$ cat config.mk
export PLATFORM = sky130hd
export DESIGN_NAME = udp_echo_responder
export DESIGN_NICKNAME = d
export VERILOG_FILES = /design/src/rtl/udp_echo_pkg.sv /design/src/rtl/axis_skid_buffer.sv /design/src/rtl/udp_echo_responder.sv
export SDC_FILE = /design/constraint.sdc
export NUM_CORES = 1
export LEC_CHECK = 0
export ABC_CLOCK_PERIOD_IN_PS = 5900
export CORE_ASPECT_RATIO = 0.6
export CORE_MARGIN = 2
export CORE_UTILIZATION = 30
export DETAILED_ROUTE_END_ITERATION = 7
export DONT_BUFFER_PORTS = 1
export PLACE_DENSITY = 0.48
export SLEW_MARGIN = 20
export SYNTH_ARGS = -nofsm -noshare
export SYNTH_HDL_FRONTEND = slang
export SYNTH_SLANG_ARGS = --single-unit
$ cat constraint.sdc
create_clock -name i_clk -period 5.9 [get_ports i_clk]
set_input_delay 0.885 -clock i_clk [delete_from_list [all_inputs] [get_ports i_clk]]
set_output_delay 0.885 -clock i_clk [all_outputs]
set_load 0.1 [all_outputs]
$ cat src/rtl/udp_echo_pkg.sv
// Shared types and byte-lane helpers for the UDP echo responder.
package udp_echo_pkg;

    typedef enum logic [1:0] {
        IDLE    = 2'd0,
        HDR_OUT = 2'd1,
        FWD     = 2'd2,
        DRAIN   = 2'd3
    } echo_state_t;

    localparam logic [15:0] ETH_TYPE_IPV4 = 16'h0800;
    localparam logic [7:0]  UDP_PROTO     = 8'h11;

    // Keep vectors are at most 8 lanes wide (64-bit bus); narrower buses zero-extend.
    function automatic logic [3:0] keep_popcount(input logic [7:0] keep);
        logic [3:0] n;
        n = '0;
        for (int i = 0; i < 8; i++) begin
            n = n + {3'd0, keep[i]};
        end
        return n;
    endfunction

    function automatic logic [7:0] keep_mask(input logic [3:0] n);
        logic [7:0] m;
        for (int i = 0; i < 8; i++) begin
            m[i] = (4'(i) < n);
        end
        return m;
    endfunction

endpackage

$ cat src/rtl/axis_skid_buffer.sv
// Two-entry AXI-Stream skid buffer: registered s_trdy, one-cycle latency, full throughput.
module axis_skid_buffer #(
    parameter int DATA_W = 8,
    parameter int KEEP_W = 1
) (
    input  logic              clk,
    input  logic              rst_n,
    input  logic [DATA_W-1:0] s_tdata,
    input  logic [KEEP_W-1:0] s_tkeep,
    input  logic              s_tvalid,
    input  logic              s_tlast,
    output logic              s_trdy,
    output logic [DATA_W-1:0] m_tdata,
    output logic [KEEP_W-1:0] m_tkeep,
    output logic              m_tvalid,
    output logic              m_tlast,
    input  logic              m_trdy
);

    logic [DATA_W-1:0] data_p0, data_p1;
    logic [KEEP_W-1:0] keep_p0, keep_p1;
    logic              last_p0, last_p1;
    logic              vld_p0, vld_p1;
    logic              in_fire, out_open;

    assign s_trdy   = ~vld_p0;
    assign in_fire  = s_tvalid & ~vld_p0;
    assign out_open = ~vld_p1 | m_trdy;

    // Stage 0 is the skid slot, stage 1 drives the master port.
    always_ff @(posedge clk or negedge rst_n) begin
        if (!rst_n) begin
            vld_p0  <= 1'b0;
            vld_p1  <= 1'b0;
            data_p0 <= '0;
            keep_p0 <= '0;
            last_p0 <= 1'b0;
            data_p1 <= '0;
            keep_p1 <= '0;
            last_p1 <= 1'b0;
        end else if (out_open) begin
            vld_p0 <= 1'b0;
            vld_p1 <= vld_p0 | in_fire;
            if (vld_p0) begin
                data_p1 <= data_p0;
                keep_p1 <= keep_p0;
                last_p1 <= last_p0;
            end else if (in_fire) begin
                data_p1 <= s_tdata;
                keep_p1 <= s_tkeep;
                last_p1 <= s_tlast;
            end
        end else if (in_fire) begin
            vld_p0  <= 1'b1;
            data_p0 <= s_tdata;
            keep_p0 <= s_tkeep;
            last_p0 <= s_tlast;
        end
    end

    assign m_tdata  = data_p1;
    assign m_tkeep  = keep_p1;
    assign m_tlast  = last_p1;
    assign m_tvalid = vld_p1;

endmodule

$ cat src/rtl/udp_echo_responder.sv
// UDP echo engine: filters on destination port, swaps addressing and re-emits header + payload.
module udp_echo_responder
    import udp_echo_pkg::*;
#(
    parameter int          AXI_DATA_WIDTH = 8,
    parameter logic [15:0] LISTEN_PORT    = 16'd7,
    parameter int          ANY_PORT       = 0,
    parameter int          MAX_PAYLOAD    = 1472,
    parameter logic [47:0] SRC_MAC        = 48'hDEADBEEF000A,
    parameter logic [31:0] SRC_IP         = 32'h10000000,
    parameter int          CNT_W          = 32,
    localparam int         KEEP_W         = AXI_DATA_WIDTH / 8
) (
    input  logic                      i_clk,
    input  logic                      i_reset_n,
    input  logic                      s_udp_rx_hdr_tvalid,
    output logic                      s_udp_rx_hdr_trdy,
    input  logic [15:0]               s_udp_rx_src_port,
    input  logic [15:0]               s_udp_rx_dst_port,
    input  logic [31:0]               s_ip_rx_src_ip_addr,
    input  logic [47:0]               s_eth_rx_src_mac_addr,
    input  logic [AXI_DATA_WIDTH-1:0] s_rx_axis_tdata,
    input  logic [KEEP_W-1:0]         s_rx_axis_tkeep,
    input  logic                      s_rx_axis_tvalid,
    input  logic                      s_rx_axis_tlast,
    output logic                      s_rx_axis_trdy,
    output logic                      m_udp_tx_hdr_tvalid,
    input  logic                      m_udp_tx_hdr_trdy,
    output logic [15:0]               m_udp_tx_src_port,
    output logic [15:0]               m_udp_tx_dst_port,
    output logic [31:0]               m_ip_tx_src_ip_addr,
    output logic [31:0]               m_ip_tx_dst_ip_addr,
    output logic [47:0]               m_eth_tx_src_mac_addr,
    output logic [47:0]               m_eth_tx_dst_mac_addr,
    output logic [15:0]               m_eth_tx_type,
    output logic [AXI_DATA_WIDTH-1:0] m_tx_axis_tdata,
    output logic [KEEP_W-1:0]         m_tx_axis_tkeep,
    output logic                      m_tx_axis_tvalid,
    output logic                      m_tx_axis_tlast,
    input  logic                      m_tx_axis_trdy,
    output logic [CNT_W-1:0]          o_echo_cnt,
    output logic [CNT_W-1:0]          o_drop_cnt,
    output logic [CNT_W-1:0]          o_trunc_cnt
);

    localparam logic [16:0] MAX17 = 17'(MAX_PAYLOAD);
    localparam logic [15:0] MAX16 = 16'(MAX_PAYLOAD);

    function automatic logic [CNT_W-1:0] sat_inc(input logic [CNT_W-1:0] v);
        return (&v) ? v : v + {{(CNT_W-1){1'b0}}, 1'b1};
    endfunction

    echo_state_t       state, state_next;
    logic              hdr_rdy_q;
    logic              last_seen;
    logic [15:0]       byte_cnt;
    logic [15:0]       hdr_src_port, hdr_dst_port;
    logic [31:0]       hdr_dst_ip;
    logic [47:0]       hdr_dst_mac;
    logic [CNT_W-1:0]  echo_cnt, drop_cnt, trunc_cnt;

    logic              hdr_fire, rx_fire, fwd_fire, port_match;
    logic              skid_rdy, skid_empty;
    logic [3:0]        beat_bytes;
    logic [16:0]       sum17;
    logic [3:0]        rem4;
    logic              trunc_beat;
    logic [KEEP_W-1:0] skid_keep;

    assign port_match = (ANY_PORT != 0) || (s_udp_rx_dst_port == LISTEN_PORT);
    assign hdr_fire   = s_udp_rx_hdr_tvalid & hdr_rdy_q;
    assign rx_fire    = s_rx_axis_tvalid & s_rx_axis_trdy;
    assign fwd_fire   = rx_fire & (state == FWD);
    assign skid_empty = ~m_tx_axis_tvalid & skid_rdy;

    // Ready and valid come straight from flops, never from the downstream ready.
    assign s_udp_rx_hdr_trdy   = hdr_rdy_q;
    assign s_rx_axis_trdy      = (state == DRAIN) | ((state == FWD) & ~last_seen & skid_rdy);
    assign m_udp_tx_hdr_tvalid = (state == HDR_OUT);

    // A beat that fills or overruns the budget becomes the last one sent.
    always_comb begin
        beat_bytes = keep_popcount(8'(s_rx_axis_tkeep));
        sum17      = {1'b0, byte_cnt} + 17'(beat_bytes);
        trunc_beat = s_rx_axis_tlast ? (sum17 > MAX17) : (sum17 >= MAX17);
        rem4       = 4'(MAX16 - byte_cnt);
        skid_keep  = trunc_beat ? (s_rx_axis_tkeep & KEEP_W'(keep_mask(rem4))) : s_rx_axis_tkeep;
    end

    always_ff @(posedge i_clk or negedge i_reset_n) begin
        if (!i_reset_n) begin
            state <= IDLE;
        end else begin
            state <= state_next;
        end
    end

    always_comb begin
        state_next = state;
        unique case (state)
            IDLE: begin
                if (hdr_fire) state_next = port_match ? HDR_OUT : DRAIN;
            end
            HDR_OUT: begin
                if (m_udp_tx_hdr_trdy) state_next = FWD;
            end
            FWD: begin
                if (fwd_fire && trunc_beat && !s_rx_axis_tlast) state_next = DRAIN;
                else if (last_seen && skid_empty)                state_next = IDLE;
            end
            DRAIN: begin
                if (rx_fire && s_rx_axis_tlast) state_next = IDLE;
            end
            default: state_next = IDLE;
        endcase
    end

    always_ff @(posedge i_clk or negedge i_reset_n) begin
        if (!i_reset_n) begin
            hdr_rdy_q    <= 1'b0;
            last_seen    <= 1'b0;
            byte_cnt     <= '0;
            hdr_src_port <= '0;
            hdr_dst_port <= '0;
            hdr_dst_ip   <= '0;
            hdr_dst_mac  <= '0;
            echo_cnt     <= '0;
            drop_cnt     <= '0;
            trunc_cnt    <= '0;
        end else begin
            hdr_rdy_q <= (state_next == IDLE);
            if (hdr_fire) begin
                hdr_dst_port <= s_udp_rx_src_port;
                hdr_src_port <= s_udp_rx_dst_port;
                hdr_dst_ip   <= s_ip_rx_src_ip_addr;
                hdr_dst_mac  <= s_eth_rx_src_mac_addr;
                byte_cnt     <= '0;
                last_seen    <= 1'b0;
                if (!port_match) drop_cnt <= sat_inc(drop_cnt);
            end
            if (fwd_fire) begin
                byte_cnt <= sum17[15:0];
                if (s_rx_axis_tlast) last_seen <= 1'b1;
                if (trunc_beat)           trunc_cnt <= sat_inc(trunc_cnt);
                else if (s_rx_axis_tlast) echo_cnt  <= sat_inc(echo_cnt);
            end
        end
    end

    axis_skid_buffer #(
        .DATA_W (AXI_DATA_WIDTH),
        .KEEP_W (KEEP_W)
    ) u_skid (
        .clk      (i_clk),
        .rst_n    (i_reset_n),
        .s_tdata  (s_rx_axis_tdata),
        .s_tkeep  (skid_keep),
        .s_tvalid (fwd_fire),
        .s_tlast  (s_rx_axis_tlast | trunc_beat),
        .s_trdy   (skid_rdy),
        .m_tdata  (m_tx_axis_tdata),
        .m_tkeep  (m_tx_axis_tkeep),
        .m_tvalid (m_tx_axis_tvalid),
        .m_tlast  (m_tx_axis_tlast),
        .m_trdy   (m_tx_axis_trdy)
    );

    assign m_udp_tx_src_port     = hdr_src_port;
    assign m_udp_tx_dst_port     = hdr_dst_port;
    assign m_ip_tx_src_ip_addr   = SRC_IP;
    assign m_ip_tx_dst_ip_addr   = hdr_dst_ip;
    assign m_eth_tx_src_mac_addr = SRC_MAC;
    assign m_eth_tx_dst_mac_addr = hdr_dst_mac;
    assign m_eth_tx_type         = ETH_TYPE_IPV4;
    assign o_echo_cnt            = echo_cnt;
    assign o_drop_cnt            = drop_cnt;
    assign o_trunc_cnt           = trunc_cnt;

endmodule

# ---- Word-level counts from Yosys, hierarchy flattened
# Cells that the tools add are included.
dict set report totals {
  out_inout_bits 318
  inputBits 128
  latchBits 0
  ramBits 0
  romBits 0
  register_bits 250
  n_memories 0
  elab_cells 92
}
dict set report classes {
  addsub 5
  div_mod_pow 0
  bitwise_logic 21
  mul 0
  muxes 22
  n_shift 0
  n_lt_le_gt_ge 3
  n_eq_ne 4
  n_reduce_logical 18
}
# cell n
set ops {}
lappend ops {{$add A32 B1 Y32 const B} 3}
lappend ops {{$reduce_and A32 Y1} 3}
lappend ops {{$mux W16} 2}
lappend ops {{$add A16 B1 Y17} 1}
lappend ops {{$ge A17 B11 Y1 const B} 1}
lappend ops {{$gt A17 B11 Y1 const B} 1}
lappend ops {{$eq A16 B3 Y1 const B} 1}
lappend ops {{$mux W8} 2}
lappend ops {{$mux W2} 6}
lappend ops {{$mux W1} 11}
lappend ops {{$not A1 Y1} 9}
lappend ops {{$and A1 B1 Y1} 8}
lappend ops {{$pmux W2 S4} 1}
lappend ops {{$reduce_and A3 Y1} 2}
lappend ops {{$reduce_bool A2 Y1} 3}
lappend ops {{$eq A2 B2 Y1 const B} 2}
lappend ops {{$logic_and A1 B1 Y1} 4}
lappend ops {{$logic_not A2 Y1} 2}
lappend ops {{$lt A1 B4 Y1 const A} 1}
lappend ops {{$or A1 B1 Y1} 4}
lappend ops {{$reduce_and A2 Y1} 2}
lappend ops {{$reduce_and A4 Y1} 1}
lappend ops {{$sub A1 B4 Y4 const A} 1}
lappend ops {{$eq A2 B1 Y1 const B} 1}
lappend ops {{$logic_not A1 Y1} 1}

# ---- Logic depth before layout (Yosys ltp)
# Gate-level depths: netlist of run 1.
dict set report logic_depth {
  depth_word 11
  depth_mapped 11
  ltp_nobuf 9
}

# ---- Modules after synthesis
# Synthesis of run 1 repeated with hierarchy kept, for this count alone.
dict set report hier_totals {
  hier_cells 966
  hier_area_um2 11683.7
}
# mod cells_each instances area_each_um2 seq_area_each_um2
set modules_own_cells {}
lappend modules_own_cells {udp_echo_responder 904 1 10656.5 5705.5}
lappend modules_own_cells {axis_skid_buffer 62 1 1027.2 550.5}

# ---- Worst setup path after synthesis of run 1
# Ideal clock, no wire load.
dict set report synth_path {
  path_kind {in2reg}
  from {input port s_rx_axis_tkeep}
  to {register trunc_cnt[3] (netlist: o_trunc_cnt[3])}
  setup_ns 0.159
  t_required_ns 5.741
  path_stages 9
  t_arrival_ns 2.949
  n_path_buf 0
  slack_ns 2.792
  path_cell_list {ha_1 ha_1 nand2_1 nor3_1 xor2_1 o311a_1 a21oi_2 or4_1 xnor2_1}
}
dict set report synth_via {
  elab_chain_cells 4
  elab_cells_between_ends 5
  classes_between {add/sub: 1; order compare: 2; mux: 1; reduce/logical: 1}
}
# item line
set synth_lines {}
lappend synth_lines {{start: declaration} udp_echo_responder.sv:23} ;# input logic [KEEP_W-1:0] s_rx_axis_tkeep,
lappend synth_lines {{$add A16 B1 Y17 *} udp_echo_responder.sv:84} ;# sum17 = {1'b0, byte_cnt} + 17'(beat_bytes);
lappend synth_lines {{$ge A17 B11 Y1 / $gt A17 B11 Y1 (equally long branches)} udp_echo_responder.sv:85} ;# trunc_beat = s_rx_axis_tlast ? (sum17 > MAX17) : (sum17 >= MAX17);
lappend synth_lines {{$mux W1 *} udp_echo_responder.sv:85}
lappend synth_lines {{$reduce_and A3 Y1 (no line) *} --}
lappend synth_lines {{end signal: assignment} udp_echo_responder.sv:144} ;# if (trunc_beat) trunc_cnt <= sat_inc(trunc_cnt);
lappend synth_lines {{end: declaration} udp_echo_responder.sv:60} ;# logic [CNT_W-1:0] echo_cnt, drop_cnt, trunc_cnt;
# Mark *: on every way between the ends. The rest lies on a longest branch, timed or not.
# A chain may end at the register's enable or synchronous reset.

# ---- Worst setup path after layout of run 1
dict set report layout_path {
  from {register echo_cnt[13] (netlist: o_echo_cnt[13])}
  to {register echo_cnt[1] (netlist: o_echo_cnt[1])}
}
dict set report layout_via {
  elab_chain_cells 3
}
# item line
set layout_lines {}
lappend layout_lines {{start: declaration} udp_echo_responder.sv:60}
lappend layout_lines {{start signal: assignment} udp_echo_responder.sv:145} ;# else if (s_rx_axis_tlast) echo_cnt <= sat_inc(echo_cnt);
lappend layout_lines {{$reduce_and A32 Y1} udp_echo_responder.sv:50} ;# return (&v) ? v : v + {{(CNT_W-1){1'b0}}, 1'b1};
lappend layout_lines {{$not A1 Y1 (no line)} --}
lappend layout_lines {{$reduce_and A4 Y1 (no line)} --}
# No other way between the ends.

==> results of run 1 <==
## logic make-up after synthesis
logic type               Yosys count  synth area share (%)
AND/OR/NAND/NOR                  311                  14.9
AO/OA/AOI/OAI                     72                  3.98
multiplexers                     132                  12.4
flip-flops                       250                  52.6
other                              2                0.0631
adder cells (fa/ha/maj)            5                 0.526
XOR/XNOR                          99                  7.29
buffers and inverters            151                  8.22
## layer usage
metal / up-vias / GRT usage (%) / wire, um
met1: 3622 / 20.7 / 13900
met3: 42 / 4.96 / 2470
met5: - / 0 / 13
met4: 2 / 2.62 / 491
met2: 216 / 20.0 / 13600
li1: 3386 / - / -
## worst reg2reg max path: cells and delay by family, from the launching register on
family / cells / cell delay [ns]
DFF: 1 / 1.00
muxes: 1 / 0.34
and+or+nand+nor: 6 / 2.08
## per-stage QoR
stage	hold slack [ns]	worst slack, ns	std cells
floorplan	0.442	2.79	1116
global placement	0.457	2.20	1506
detailed placement	0.468	2.11	1506
CTS	0.00231	2.39	1555
global route	0.00775	2.15	1555
finish	0.0381	2.36	1555
## area by class of cell
class | count | area [um2]
clock buffer | 42 | 822
clock inverter | 6 | 111
fill | 3950 | 26100
inverter | 12 | 45.0
multi-input combinational | 715 | 5030
sequential | 250 | 6260
tap | 522 | 653
timing repair buffer | 8 | 62.6
## Yosys cell counts, types with 26 or more instances
cell	instances
buf_4	97
clkbuf_1	30
dfrtp_1	250
mux2_2	122
nand2_1	65
nand3_1	58
nand4_1	31
nor2_1	36
nor3_1	26
o21ai_0	42
xnor2_1	52
xor2_1	47
## flip-flops by register name (all words and copies together) (netlist names)
name and flops:
state 2, u_skid.m_tlast 1, byte_cnt 16, u_skid.keep_p0 1, u_skid.m_tkeep 1, s_udp_rx_hdr_trdy 1, o_trunc_cnt 32, o_drop_cnt 32
m_udp_tx_src_port 16, u_skid.m_tdata 8, m_eth_tx_dst_mac_addr 48, u_skid.data_p0 8, u_skid.vld_p0 1, m_ip_tx_dst_ip_addr 32, u_skid.last_p0 1, u_skid.m_tvalid 1
m_udp_tx_dst_port 16, last_seen 1, o_echo_cnt 32
## worst max-delay path by stage
stage / from / end / slack (ns) / cells after the start
after floorplan: s_rx_axis_tkeep / o_trunc_cnt[3] / 2.79 / 9
after global placement: s_rx_axis_tkeep / o_echo_cnt[5] / 2.20 / 10
after detailed placement: s_rx_axis_tkeep / o_echo_cnt[3] / 2.11 / 10
after CTS: o_echo_cnt[13] / o_echo_cnt[1] / 2.39 / 7
after global routing: o_echo_cnt[13] / o_echo_cnt[1] / 2.15 / 7
final: o_echo_cnt[13] / o_echo_cnt[1] / 2.36 / 7
## timing repair
action | in CTS | in global routing
endpoints found under the setup margin | 0 | 0
hold buffers | 1 | 0
endpoints found under the hold margin | 4 | 0
setup buffers | 0 | 0
==> results by group, run 1 <==
Die
  • Initial core utilization: about 30%
  • I/O pin count: around 450
  • Die width: roughly 260 um
  • Die height: around 160 um
  • # rows: 56
  • Die Area: around 41000 um2
  • Core area: 39100 um2

Worst setup path
  • CP Cell Sequence: nand4_1 > nor3_2 > nand3_1 > nand3_2 > nor2_1 > nand2_1 > mux2_2
  • WP data arrival: between 3 and 4 ns
  • Largest fanout on the critical path: 19
  • Crit-path max cell delay: 1.00 ns
  • Crit-path slowest cell: dfrtp_1
  • WS Path Type: reg -> reg
  • Critical R2R Launch: o_echo_cnt[13]
  • Crit Reg-Reg Endpoint: o_echo_cnt[1]
  • Worst Path Buf+Inv: 0
  • Worst path required time: around 6.3 ns
  • Crit start category: register
  • FF-to-FF path depth: 7
  • Crit-path leading delay family: simple AND/OR/NAND/NOR gates
  • CP Capture Type: register
  • Reg2Reg Setup Slack: approximately 2.4 ns

Synth
  • Distinct cell type count after synthesis: between 50 and 60
  • Post-synthesis cell area: approximately 12000 um2
  • Flop and latch count out of synthesis: 250
  • Top FF cell, synth: dfrtp_1
  • Cell count after synthesis: between 1000 and 1500
  • Post-synth top area share: between 50% and 60%
  • YS warnings: 0
  • Post-synth EDFFs: 0
  • Leading area contributor after synthesis: dfrtp_1
  • Post-synth ARST share: between 90% and 100%
  • Seq/Total Area, Yosys: a little over half
  • Syn_area_per_cell: 11.6 um2
  • Area contributors post-synth: dfrtp_1 53%, mux2_2 12%, buf_4 6.1%, xnor2_1 3.8%, xor2_1 3.5%

Clock tree
  • Clock Latency Late Sink: 0.55 ns
  • Clk buf depth: 3
  • # resized after CTS: 0
  • Root Buffer: clkbuf_16
  • CTS tree: done
  • Clock sink count: 250
  • CTS H-tree lvls: 1
  • Worst-path clk slew: around 0.060 ns
  • CTS Buf Count: 27

Routing
  • WL per Instance: 19.6 um
  • Post-DRT Antenna Nets: 0
  • Drt total wl: between 30000 and 40000 um
  • Vias: around 7300
  • Pre-antenna DRT Iters: 5
  • Initial DRC Count: between 500 and 600
  • Vias per std cell: 4.67
  • DR DRC count: 0

STA
  • RSZ-0062 raised after global routing: no
  • Total negative slack: 0 ns
  • Final Critical Period: between 3 and 4 ns
  • Slew HR: approximately 28%
  • Least-Margin Pin Slew: 1.08 ns
  • Peak Freq: about 0.28 GHz
  • Fin crit share: ~60%
  • Slew Limit Fails: 0
  • Max Clock Skew: about 0.016 ns
  • Fin. Hold Viols: 0
  • Final setup violation count: 0

Place
  • Routability cong.: between 0.8 and 0.9
  • DP Wirelength: ~22000 um
  • Dpl cell area: around 12000 um2
  • Port Buffer Count: 0

Global routing
  • First-pass GRT wire length: approximately 45000 um
  • GR Overflow Total: 0
  • Initial antenna violation count: 3
  • Vias in the first global route: between 6000 and 7000
  • Overall routing resource usage: approximately 14%
  • Largest net degree at the start of global routing: about 250

Final layout
  • Share of cells above drive strength 1: 19.6%
  • NumNets Final: 1147
  • Final core occ: approximately a third
  • Most frequent cells in the layout: 250 x dfrtp_1, 122 x mux2_2, 96 x conb_1, 64 x nand2_1, 58 x nand3_1
  • Area grow syn2layout: 9.13%
  • Inserted Diodes: 0
  • Design area: roughly 13000 um2
  • Commonest non-fill, non-tap cell in the layout: dfrtp_1

Worst hold path
  • Hold Crit Class: in -> async

Job
  • Number of max-cap violations: 0

Status
  • Status: finished, final reports clean
Power of run 1 is left out: the tool's default activity adds up to more than one toggle a clock period on the data nets, which glitch-free logic cannot reach.
==> run 2: changes to the inputs <==
ABC_CLOCK_PERIOD_IN_PS = 3200   (was 5900)
PLACE_DENSITY = 0.49   (was 0.48)
clock period = 3.2 ns   (was 5.9 ns; I/O delays follow)
==> results by group, run 2 (same netlist as run 1, synthesis figures left out) <==
Clock tree
  • Root Buffer: clkbuf_16
  • Clock sink count: 250 (unchanged)
  • CTS H-tree lvls: 1 (unchanged)
  • Clk buf depth: 3 (unchanged)
  • CTS Buf Count: 27 (unchanged)
  • Worst-path clk slew: 0.07 ns (about the same)
  • Setup bufs post-CTS: 0 (unchanged)
  • Clock Latency Late Sink: 0.55 ns (about the same)
  • # resized after CTS: 0 (unchanged)
  • CTS tree: done

Routing
  • DR DRC count: 0 (unchanged)
  • Vias: 7724 (+6.3%)
  • Initial DRC Count: 575 (+4.7%)
  • Vias per std cell: 4.63 (-0.87%)
  • Post-DRT Antenna Nets: 0 (unchanged)
  • Pre-antenna DRT Iters: 5 (unchanged)
  • Drt total wl: 31300 um (+2.7%)
  • WL per Instance: 18.7 um (-4.2%)

Job
  • Number of max-cap violations: 0 (unchanged)

Place
  • Routability cong.: 0.829 (+1.1%)
  • Port Buffer Count: 0 (unchanged)
  • DP Wirelength: 23000 um (+6.7%)

STA
  • Peak Freq: 0.349 GHz (+24%)
  • Total negative slack: 0 ns (unchanged)
  • Slew Limit Fails: 0 (unchanged)
  • Fin crit share: 89.6% (+30 points)
  • RSZ-0062 raised after global routing: no
  • Max Clock Skew: 0.0194 ns (+0.00382 ns)
  • Least-Margin Pin Slew: 1.02 ns (-0.0525 ns)
  • Final Critical Period: 2.87 ns (-0.676 ns)
  • Final setup violation count: 0 (unchanged)
  • Fin. Hold Viols: 250 (+250)
  • Min Hold Slack: -0.373 ns (-0.411 ns)
  • Slew HR: 31.7% (+3.8 points)

Worst setup path
  • Largest fanout on the critical path: 26 (+7)
  • Crit Reg-Reg Endpoint: o_echo_cnt[24]
  • WS Path Type: reg -> reg
  • WP data arrival: 3.34 ns (-0.63 ns)
  • CP Capture Type: register
  • FF-to-FF path depth: 9 (+2)
  • Crit start category: register
  • Worst path required time: 3.67 ns (-2.66 ns)
  • Reg2Reg Setup Slack: 0.33 ns (-2.02 ns)
  • Critical R2R Launch: byte_cnt[0]

Die
  • # rows: 56 (unchanged)
  • I/O pin count: 446 (unchanged)
  • Initial core utilization: 30.4% (unchanged)
  • Die width: 261 um (unchanged)
  • Die Area: 41300 um2 (unchanged)
  • Core area: 39100 um2 (unchanged)
  • Die height: 158 um (unchanged)

Global routing
  • Largest net degree at the start of global routing: 251 (+1.2%)
  • Initial antenna violation count: 1 (-2)
  • Vias in the first global route: 7458 (+8.9%)
  • Overall routing resource usage: 14.4% (+0.31 points)
  • First-pass GRT wire length: 46500 um (+2.7%)
  • GR Overflow Total: 0 (unchanged)

Status
  • Failing checks: negative hold slack
  • Status: finished, violations left

Final layout
  • Number of flip-flops in the largest register: 48 (unchanged)
  • Inserted Diodes: 0 (unchanged)
  • FF+latch area: 6260 um2 (unchanged)
  • Commonest non-fill, non-tap cell in the layout: dfrtp_1
  • Filler Cell Count: 3901 (-1.2%)
  • Area occupied by multi-input gates: 5030 um2 (about the same)
  • Area grow syn2layout: 16.0%
  • Most frequent cells in the layout: 250 x dfrtp_1, 122 x mux2_2, 117 x buf_4, 96 x conb_1, 64 x nand2_1
  • Share of cells above drive strength 1: 27.9% (+8.3 points)
  • NumNets Final: 1258 (+9.7%)

Worst hold path
  • Hold Crit Class: in -> async
run 2: cell types whose count changed in the layout (fill, tap and decap cells not counted), sizes merged:
cell,change
buf,+112
bufinv,-1
clkbuf,-9
clkinv,+6
clkinvlp,+3
dlygate4sd3,-1
inv,+2
run 2: cell type report:
type / instances / area share [%]
flip-flops and latches: 250 / 45.3
multi-input cells: 715 / 36.4
repair buffers: 119 / 6.65
clock buffers: 33 / 5.42
well taps: 522 / 4.73
clock inverters: 16 / 1.12
inverters: 12 / 0.326
run 2: per-layer routing:
metal,vias to the layer above,global-route usage (%),part of all wire (%)
met5,-,0,0
met3,28,4.72,7.9
met4,0,2.38,1.3
met2,230,21.6,46
met1,3841,20.6,45
li1,3625,-,-
run 2: worst max-delay path, stage by stage, from the launching register on:
cell	delay, ns
dfrtp_1	0.36
ha_1	0.25
nand3_1	0.24
nor4_2	0.46
mux2i_1	0.28
o311ai_2	0.20
a21o_1	0.26
buf_12	0.19
nor4b_1	0.36
xor2_1	0.18
run 2: worst max path at each step:
stage,end,slack [ns],startpoint
after floorplan,o_echo_cnt[3],0.17,o_echo_cnt[13]
after CTS,o_echo_cnt[24],0.38,byte_cnt[0]
after detailed placement,o_trunc_cnt[4],0.29,s_rx_axis_tkeep
after global routing,o_echo_cnt[24],0.14,byte_cnt[0]
after global placement,o_echo_cnt[24],0.33,s_rx_axis_tkeep
final,o_echo_cnt[24],0.33,byte_cnt[0]
run 2: per-stage QoR:
| step | area, um2 | worst slack [ns] | hold WS, ns | instances | utilization [%] |
|---|---|---|---|---|---|
| after floorplan | 12200 | 0.171 | 0.184 | 1116 | - |
| final | 13800 | 0.333 | -0.373 | 1667 | 35.3 |
| after detailed placement | 12900 | 0.288 | 0.193 | 1618 | 33.0 |
| after global placement | 12900 | 0.330 | 0.192 | 1618 | 33.0 |
| after CTS | 13800 | 0.376 | -0.403 | 1667 | 35.3 |
| after global routing | 13800 | 0.142 | -0.408 | 1667 | 35.3 |
Power of run 2 is left out for the same reason.
==> run 3: changes to the inputs <==
CELL_PAD_IN_SITES_DETAIL_PLACEMENT = 1   (was default)
CELL_PAD_IN_SITES_GLOBAL_PLACEMENT = 2   (was default)
PLACE_DENSITY = 0.7   (was 0.49)
==> results by group, run 3 (same netlist as run 1, synthesis figures left out) <==
Status
  • Status: finished, violations left
  • Failing checks: negative hold slack

Die
  • Die width: 261 um (unchanged)
  • Initial core utilization: 30.4% (unchanged)
  • Die Area: 41300 um2 (unchanged)
  • I/O pin count: 446 (unchanged)
  • # rows: 56 (unchanged)
  • Die height: 158 um (unchanged)
  • Core area: 39100 um2 (unchanged)

Clock tree
  • Root Buffer: clkbuf_16
  • CTS tree: done
  • Clock sink count: 250 (unchanged)
  • Clk buf depth: 3 (unchanged)
  • CTS Buf Count: 27 (unchanged)
  • Worst-path clk slew: 0.07 ns (about the same)
  • Setup bufs post-CTS: 0 (unchanged)
  • CTS H-tree lvls: 1 (unchanged)
  • Clock Latency Late Sink: 0.54 ns (about the same)

Final layout
  • Commonest non-fill, non-tap cell in the layout: dfrtp_1
  • Filler Cell Count: 4297 (+10%)
  • NumNets Final: 1255 (-0.24%)
  • Area grow syn2layout: 16.0% (about the same)
  • Number of flip-flops in the largest register: 48 (unchanged)
  • Most frequent cells in the layout: 250 x dfrtp_1, 122 x mux2_2, 114 x buf_4, 96 x conb_1, 64 x nand2_1
  • Area occupied by multi-input gates: 5050 um2 (+0.37%)
  • Design area: 13800 um2 (about the same)
  • Share of cells above drive strength 1: 27.8% (about the same)
  • FF+latch area: 6260 um2 (unchanged)
  • Inserted Diodes: 0 (unchanged)

STA
  • Least-Margin Pin Slew: 1.32 ns (+0.297 ns)
  • RSZ-0062 raised after global routing: no
  • Slew Limit Fails: 0 (unchanged)
  • Final setup violation count: 0 (unchanged)
  • Fin. Hold Viols: 250 (unchanged)
  • Final Critical Period: 2.93 ns (+0.0667 ns)
  • Fin crit share: 91.7% (+2.1 points)
  • Slew HR: 11.8% (-20 points)
  • Max Clock Skew: 0.0132 ns (-0.00618 ns)
  • Peak Freq: 0.341 GHz (-2.3%)
  • Min Hold Slack: -0.336 ns (+0.0365 ns)

Worst setup path
  • Crit Reg-Reg Endpoint: o_trunc_cnt[22]
  • CP Capture Type: register
  • FF-to-FF path depth: 8 (-1)
  • Reg2Reg Setup Slack: 0.27 ns (-0.07 ns)
  • Worst path required time: 3.59 ns (-0.08 ns)
  • Critical R2R Launch: byte_cnt[0]
  • CP Cell Sequence: ha_1 > a311oi_1 > a31oi_1 > a2111oi_4 > o2111ai_2 > a21oi_4 > nor4_1 > xor2_1
  • Crit-path slowest cell: a21oi_4
  • WS Path Type: reg -> reg
  • Crit start category: register
  • Largest fanout on the critical path: 19 (-27%)
  • WP data arrival: 3.33 ns (about the same)
  • Crit-path max cell delay: 0.62 ns (+0.16 ns)

Routing
  • WL per Instance: 20.8 um (+11%)
  • Initial DRC Count: 340 (-41%)
  • Vias: 7957 (+3.0%)
  • Vias per std cell: 4.78 (+3.2%)
  • Post-DRT Antenna Nets: 0 (unchanged)
  • DR DRC count: 0 (unchanged)
  • Drt total wl: 34700 um (+11%)
  • Pre-antenna DRT Iters: 4 (-1)

Worst hold path
  • Hold Crit Class: in -> async

Global routing
  • Vias in the first global route: 8009 (+7.4%)
  • GR Overflow Total: 0 (unchanged)
  • Initial antenna violation count: 0 (-1)
  • First-pass GRT wire length: 51000 um (+9.6%)
  • Largest net degree at the start of global routing: 251 (unchanged)
  • Overall routing resource usage: 16.0% (+1.5 points)

Place
  • DP Wirelength: 25700 um (+12%)
  • Dpl cell area: 12900 um2 (-0.17%)
  • Port Buffer Count: 0 (unchanged)
  • Routability cong.: 0.841 (+1.5%)

Job
  • Number of max-cap violations: 0 (unchanged)
[run 3: area by class of cell]
class                   instances  area share, %
flip-flops and latches        250           45.3
multi-input cells             715           36.6
repair buffers                116           6.49
clock buffers                  35           5.55
well taps                     522           4.73
clock inverters                14           1.01
inverters                      12          0.326
[run 3: metrics by stage]
step                      utilization [%]  worst slack [ns]  setup TNS, ns  hold WS [ns]  cells
after floorplan                         -             0.171              0         0.184   1116
after global placement               32.9            0.0538              0         0.194   1615
after detailed placement             32.9            -0.157          -1.40         0.195   1615
after CTS                            35.3            0.0891              0        -0.396   1664
after global routing                 35.3            0.0539              0        -0.390   1664
final                                35.3             0.266              0        -0.336   1664
[run 3: metal layers]
| layer | up-vias | part of all wire [%] | GRT usage, % |
|---|---|---|---|
| met2 | 210 | 47 | 24.4 |
| met4 | 0 | 1.4 | 2.52 |
| met1 | 4113 | 46 | 22.9 |
| li1 | 3597 | - | - |
| met3 | 37 | 6.4 | 4.37 |
| met5 | - | 0 | 0 |
[run 3: repair_timing]
action / in CTS / in global routing
gates cloned: 0 / 0
endpoints found under the setup margin: 4 / 4
gates resized for setup: 1 / 2
endpoints found under the hold margin: 250 / 250
pin swaps: 0 / 0
[run 3: worst max-delay path by stage]
stage | start | to
2_1_floorplan | o_echo_cnt[13] | o_echo_cnt[3]
3_3_place_gp | s_rx_axis_tkeep | o_trunc_cnt[21]
3_5_place_dp | s_rx_axis_tkeep | o_trunc_cnt[22]
4_1_cts | byte_cnt[0] | o_trunc_cnt[4]
5_1_grt | byte_cnt[0] | o_trunc_cnt[4]
6_report | byte_cnt[0] | o_trunc_cnt[22]
[run 3: worst max-delay path, delay by kind of cell, from the launching register on]
family / cells / cell delay, ns
simple gates: 1 / 0.20
flops: 1 / 0.39
xor+xnor: 1 / 0.19
compound gates: 5 / 1.74
fa+ha+maj: 1 / 0.26
Power of run 3 is left out for the same reason.
